[src/rtl/majority_vote_n.sv]
// Registered N-way bitwise majority voter with per-channel persistence fault flags and a saturating error count.
// Latency 1 cycle, no backpressure; define MAJORITY_MASK_EN to drop faulted channels from the vote.
module majority_vote_n #(
   parameter int N        = 3,
   parameter int W        = 8,
   parameter int FAULT_TH = 4,
   parameter int CNT_W    = 16
) (
   input  logic             CLK,
   input  logic             RST,
   input  logic             VALID,
   input  logic [N*W-1:0]   DIN,
   input  logic             CLR_FAULT,
   output logic [W-1:0]     MAJO,
   output logic             MAJO_VALID,
   output logic [N-1:0]     DISAGREE,
   output logic [N-1:0]     FAULT,
   output logic [CNT_W-1:0] ERR_CNT
);

   localparam int PC_W = $clog2(FAULT_TH + 1);

`ifdef MAJORITY_MASK_EN
   localparam bit MASK_EN = 1'b1;
`else
   localparam bit MASK_EN = 1'b0;
`endif

   logic [W-1:0]     w_vote;
   logic [N-1:0]     w_mismatch;
   logic             w_any_mismatch;

   logic [W-1:0]     r_majo;
   logic             r_majo_valid;
   logic [N-1:0]     r_disagree;
   logic [N-1:0]     r_fault;
   logic [CNT_W-1:0] r_err_cnt;
   logic [PC_W-1:0]  r_pc [N];

   // 2*ones > voters is a strict majority; with masking a tie or an empty electorate votes 0.
   always_comb begin
      int ones;
      int voters;
      ones   = 0;
      voters = 0;
      w_vote = '0;
      for (int b = 0; b < W; b++) begin
         ones   = 0;
         voters = 0;
         for (int i = 0; i < N; i++) begin
            if (!MASK_EN || !r_fault[i]) begin
               voters = voters + 1;
               if (DIN[i*W + b]) ones = ones + 1;
            end
         end
         w_vote[b] = (2 * ones > voters);
      end
   end

   always_comb begin
      w_mismatch = '0;
      for (int i = 0; i < N; i++) begin
         w_mismatch[i] = (DIN[i*W +: W] != w_vote);
      end
   end

   assign w_any_mismatch = |w_mismatch;

   always_ff @(posedge CLK or posedge RST) begin
      if (RST) begin
         r_majo       <= '0;
         r_majo_valid <= 1'b0;
         r_disagree   <= '0;
         r_fault      <= '0;
         r_err_cnt    <= '0;
         for (int i = 0; i < N; i++) r_pc[i] <= '0;
      end else begin
         r_majo_valid <= VALID;
         if (VALID) begin
            r_majo     <= w_vote;
            r_disagree <= w_mismatch;
         end

         // A clear wins over the bookkeeping of a sample arriving in the same cycle.
         if (CLR_FAULT) begin
            r_fault   <= '0;
            r_err_cnt <= '0;
            for (int i = 0; i < N; i++) r_pc[i] <= '0;
         end else if (VALID) begin
            for (int i = 0; i < N; i++) begin
               if (MASK_EN && r_fault[i]) begin
                  r_pc[i] <= r_pc[i];
               end else if (w_mismatch[i]) begin
                  if (r_pc[i] != PC_W'(FAULT_TH)) r_pc[i] <= r_pc[i] + 1'b1;
                  if (r_pc[i] >= PC_W'(FAULT_TH - 1)) r_fault[i] <= 1'b1;
               end else begin
                  r_pc[i] <= '0;
               end
            end
            if (w_any_mismatch && (r_err_cnt != {CNT_W{1'b1}})) r_err_cnt <= r_err_cnt + 1'b1;
         end
      end
   end

   assign MAJO       = r_majo;
   assign MAJO_VALID = r_majo_valid;
   assign DISAGREE   = r_disagree;
   assign FAULT      = r_fault;
   assign ERR_CNT    = r_err_cnt;

endmodule

[config.mk]
export PLATFORM = sky130hd
export DESIGN_NAME = majority_vote_n
export DESIGN_NICKNAME = d
export VERILOG_FILES = /design/src/rtl/majority_vote_n.sv
export SDC_FILE = /design/constraint.sdc
export NUM_CORES = 1
export LEC_CHECK = 0
export CORE_MARGIN = 2
export CORE_UTILIZATION = 48
export CTS_BUF_LIST = sky130_fd_sc_hd__clkbuf_4 sky130_fd_sc_hd__clkbuf_8 sky130_fd_sc_hd__clkbuf_16
export CTS_CLUSTER_DIAMETER = 100
export DETAILED_ROUTE_END_ITERATION = 8
export MAX_ROUTING_LAYER = met4
export PLACE_DENSITY_LB_ADDON = 0.3
export SYNTH_ARGS = -nofsm -noshare
export SYNTH_HDL_FRONTEND = slang
export SYNTH_SLANG_ARGS = --single-unit
[constraint.sdc]
create_clock -name CLK -period 2 [get_ports CLK]
set_clock_uncertainty 0.1 [all_clocks]
set_input_delay 0.6 -clock CLK [delete_from_list [all_inputs] [get_ports CLK]]
set_output_delay 0.6 -clock CLK [all_outputs]
set_load 0.01 [all_outputs]
Word level (Yosys, flattened, before mapping)
Index checks and enable logic that the tools add are counted.
W data, S select, Z words.
{"block": "classes", "eq_ne": 10, "n_mul": 0, "n_bitwise": 0, "n_reduce_logical": 17, "mux": 43, "div_mod_pow": 0, "shifts": 0, "magnitude_cmp": 11, "addsub": 20}
{"operator": "$mux W31", "count": 14}
{"operator": "$gt A32 B3 Y1 const B", "count": 8}
{"operator": "$add A31 B2 Y31 const B", "count": 7}
{"operator": "$mux W16", "count": 3}
{"operator": "$mux W3", "count": 9}
{"operator": "$ne A8 B8 Y1", "count": 3}
{"operator": "$mux W9", "count": 2}
{"operator": "$add A1 B1 Y2 const B", "count": 8}
{"operator": "$add A16 B1 Y16 const B", "count": 1}
{"operator": "$ne A16 B16 Y1 const B", "count": 1}
{"operator": "$reduce_bool A2 Y1", "count": 8}
{"operator": "$mux W1", "count": 14}
{"operator": "$add A3 B1 Y3 const B", "count": 3}
{"operator": "$ge A3 B2 Y1 const B", "count": 3}
{"operator": "$ne A3 B2 Y1 const B", "count": 3}
{"operator": "$ne A3 B3 Y1 const B", "count": 3}
{"operator": "$reduce_and A3 Y1", "count": 3}
{"operator": "$reduce_and A2 Y1", "count": 4}
{"operator": "$add A2 B1 Y3 const B", "count": 1}
{"operator": "$reduce_or A3 Y1", "count": 1}
{"operator": "$mux W2", "count": 1}
{"operator": "$logic_and A1 B1 Y1", "count": 1}
{"block": "word_totals", "mem_bits_ro": 0, "mem_bits_rw": 0, "n_memories": 0, "output_inout_bits": 31, "register_bits": 40, "elab_cells": 111, "in_bits": 28, "latch_bits": 0}

Logic depth before layout (Yosys ltp)
{"block": "depth", "ltp_word": 12, "mapped_depth": 10, "ltp_nobuf": 9}

Worst setup path after synthesis
Ideal clock, no wire load.
{"block": "synth_timing", "kind": "in2reg", "from": "input DIN[5]", "to": "register r_err_cnt[4], in the netlist ERR_CNT[4]", "setup_time_ns": 0.125, "slack_ns": -1.010, "path_stages": 9, "t_arrival_ns": 2.785, "t_required_ns": 1.775, "path_buffers": 0, "path_cell_list": "inv_1 ha_1 nand2b_1 a211oi_1 o22ai_1 or4_1 o31a_1 nand3_1 mux2_2"}
{"block": "synth_between", "elab_chain_len": 11, "elab_cells_between_ends": 13, "classes_between": "add/sub (2); order compare (1); eq/ne (3); mux (3); reduce/logical (4)"}
{"item": "from (decl)", "line": "12", "rtl": "input logic [N*W-1:0] DIN,"}
{"item": "$mux W1", "line": "53", "rtl": "if (DIN[i*W + b]) ones = ones + 1;"}
{"item": "$add A1 B1 Y2", "line": "53"}
{"item": "$mux W31", "line": "53"}
{"item": "$add A31 B2 Y31", "line": "53"}
{"item": "$mux W31", "line": "53"}
{"item": "$gt A32 B3 Y1", "line": "56", "rtl": "w_vote[b] = (2 * ones > voters);"}
{"item": "$ne A8 B8 Y1", "line": "63", "rtl": "w_mismatch[i] = (DIN[i*W +: W] != w_vote);"}
{"item": "$reduce_or A3 Y1 (*)", "line": "67", "rtl": "assign w_any_mismatch = |w_mismatch;"}
{"item": "$logic_and A1 B1 Y1 (*)", "line": "100", "rtl": "if (w_any_mismatch && (r_err_cnt != {CNT_W{1'b1}})) r_err_cnt <= r_err_cnt + 1'b1;"}
{"item": "$reduce_bool A2 Y1 (no source line) (*)"}
{"item": "$reduce_and A2 Y1 (no source line) (*)"}
{"item": "to (signal assigned)", "line": "100"}
{"item": "to (decl)", "line": "37", "rtl": "logic [CNT_W-1:0] r_err_cnt;"}
Mark *: on every way between the ends. The rest lies on a longest branch, timed or not.
A chain may end at the register's enable or synchronous reset.

Worst setup path after layout
{"block": "layout_timing", "from": "input DIN[8]", "to": "register r_err_cnt[3], in the netlist ERR_CNT[3]"}
{"block": "layout_between", "elab_chain_len": 9, "elab_cells_between_ends": 11, "classes_between": "add/sub (1); order compare (1); eq/ne (3); mux (2); reduce/logical (4)"}
{"item": "$mux W2", "line": "53"}
{"item": "$add A2 B1 Y3", "line": "53"}
{"item": "$mux W3", "line": "53"}
{"item": "$gt A32 B3 Y1", "line": "56"}
{"item": "$ne A8 B8 Y1", "line": "63"}
{"item": "$reduce_or A3 Y1 (*)", "line": "67"}
{"item": "$logic_and A1 B1 Y1 (*)", "line": "100"}
{"item": "$reduce_bool A2 Y1 (no source line) (*)"}
{"item": "$reduce_and A2 Y1 (no source line) (*)"}
Marks and branches as above.

==> flow_summary.ini <==
[run_status]
outcome = finished with violations
violations = setup timing

[sta]
fin_crit_ps = 2850
hold_viol = 0
final.setup.tns_ps = -16980
tightestPinTransition_ps = 450
setup_violations = 31
fmax_mhz = 350
finalMaxSlewViolations = 0
finalWorstSetupSlack_ps = -854
max_slew_margin = 0.699
grt_setup_unrepaired = yes
finalCritPeriodShare = 1.43

[route]
vias = 3937
ant_nets = 0
drc = 0
drtPass1Iterations = 5
wirelength_um = 13000
viasPerCell = 6.41
wire_per_inst_um = 21.3
drtIter0Drc = 379

[yosys]
ys_seq_area_frac = 0.327
netlist_instances = 378
yosys.cell_count.top_type = nand2_1
synth_largest_area_cell = dfrtp_1
synth_ff_type = dfrtp_1
synth_edf_count = 0
syn-num-nets = 432
netlist-cell-type-count = 43
ys_warn_count = 0
ys_seq_elements = 40
synth_commonest_cells = nand2_1 (41), dfrtp_1 (40), a21oi_1 (38), inv_1 (33), nor2_1 (31)
synthesis.area_sq_um = 3060
synthArstFlopShare = 1.00
postSynthAreaPerCell_sq_um = 8.10
synth_top_cell_area_share = 0.327
yosys-top-cells-area = dfrtp_1 (33%), ha_1 (11%), a21oi_1 (6.2%)

[min_path]
worstHoldEndpoint = DISAGREE[1]
hold_path.class = flop to flop
min-delay-start = DISAGREE[1]
hold_depth = 1

[place]
numPortBuffers = 58
dp_slack_ps = -1520
gp_congestion = 0.868
detailed_place_hpwl_um = 6930
dpl-instance-area_sq_um = 4690

[setup_path]
rr_endpoint = ERR_CNT[3]
critPathArrivalTime_ps = 2980
critPathSlowestCell = or4_4
cp_top_family = compound AO/OA/AOI/OAI gates
cp_max_fo = 10
cpPeakStageDelay_ps = 590
crit_path_end_kind = flop
path_cells = buf_6 -> inv_4 -> ha_4 -> nand2b_4 -> a211oi_4 -> o22ai_2 -> or4_4 -> o31ai_4 -> buf_12 -> buf_4 -> o21ai_1 -> a21oi_1
rrSetupSlack_ps = -380
worst-path-buf-inv = 4
reg2regPathDepth = 10
required_ps = 2130
worst_setup_path_start_kind = input port
rr_startpoint = ERR_CNT[5]
path_class = input port to flop

[pwr]
vdd_drop_max_v = 0.000419
p_leak_uw = 0.00248
power_density_nw_per_um2 = 462

[floorplanning]
coreArea_sq_um = 6280
die_w_um = 83.9
ios = 59
die-area_sq_um = 7040
die_h_um = 83.9
placementRows = 29
start_util = 0.488

[clock_network]
insertion_delay_ps = 300
clk_pin_slew_ps = 80
cts_hold_buf = 0
cts.root.buffer_cell = clkbuf_8
cts_tree = done
clk_path_buf_depth = 2
cts-buffers-inserted = 5
clock_sinks = 40
cts_max_level = 2

[cells_and_area]
area_growth_pct = 78.6
final_nets = 590
design_area_sq_um = 5470
insertedDiodeCount = 0
layout-drive-gt1-share = 0.479
postLayoutCoreUtil = 0.871

[grt]
grt_max_degree = 41
grt_pass1_vias = 3684
grt_use_total = 0.310
antenna_found_initial = 0
grt_pass1_wl_um = 17200
gr-total-overflow = 0

[run]
maxCapViolCount = 0
## kinds of logic (layout without fill, tap and decap cells)
group	Yosys count	in the layout	synth area share
AND/OR/NAND/NOR	154	154	0.259
multiplexers	5	5	0.0216
XOR/XNOR	1	1	0.00286
AO/OA/AOI/OAI	109	109	0.228
adder cells (fa/ha/maj)	26	26	0.106
buffers and inverters	43	202	0.0556
flip-flops	40	40	0.327
## final cells by class
class / instances / area, sq um
multi-input cells: 295 / 2660
repair buffers: 161 / 1420
flip-flops and latches: 40 / 1000
fillers: 283 / 808
inverters: 33 / 174
well taps: 77 / 96.3
clock buffers: 5 / 68.8
clock inverters: 3 / 42.5
## how the worst max path moves through the flow
| stage | from | depth (start not counted) | endpoint | slack, ps |
|---|---|---|---|---|
| 3_5_place_dp | DIN[15] | 12 | ERR_CNT[14] | -1520 |
| 2_1_floorplan | DIN[15] | 9 | ERR_CNT[4] | -820 |
| 4_1_cts | DIN[10] | 12 | ERR_CNT[14] | -810 |
| 3_3_place_gp | DIN[15] | 12 | ERR_CNT[10] | -1460 |
| 5_1_grt | DIN[20] | 10 | ERR_CNT[3] | -930 |
| 6_report | DIN[8] | 12 | ERR_CNT[3] | -850 |
## report_power, final
group	internal [uW]	switching, uW
sequential	850	31.2
clock	369	308
combinational	474	493
## metrics by stage
step	total power, uW	instances	hold slack [ps]
2_1_floorplan	1260	378	405
3_3_place_gp	1590	588	366
3_5_place_dp	1620	588	372
4_1_cts	2360	606	391
5_1_grt	2600	614	417
6_report	2530	614	411
## metal layers
layer / up-vias / share of wire / track usage / routed length [um]
met5: - / 0 / - / 0
met4: 0 / 0.059 / 0.116 / 770
met3: 106 / 0.082 / 0.0485 / 1080
met2: 318 / 0.50 / 0.548 / 6520
met1: 1841 / 0.36 / 0.355 / 4680
li1: 1672 / - / - / -
## state kept, by name, summed over array words and instances (netlist names)
name,cells
ERR_CNT,16
MAJO,8
FAULT,3
r_pc,9
MAJO_VALID,1
DISAGREE,3
## layout by cell type (no fill, tap or decap), types with 9 or more instances in the layout
master            n
a211oi_2         11
a21oi_1          28
a21oi_2           9
buf_4            93
buf_6            18
clkdlybuf4s50_1  20
dfrtp_1          40
dlygate4sd2_1    14
ha_1             10
ha_4             14
inv_1            15
nand2_1          40
nand2b_4         11
nor2_1           28
nor2b_1          19
o21ai_0          11
## timing repair
item,CTS,global route
resized for setup,154,72
endpoints found under the setup margin,42,35
pin swaps,46,46
setup buffers,14,14
gates cloned,0,0
Power figures use the tool's default switching activity.
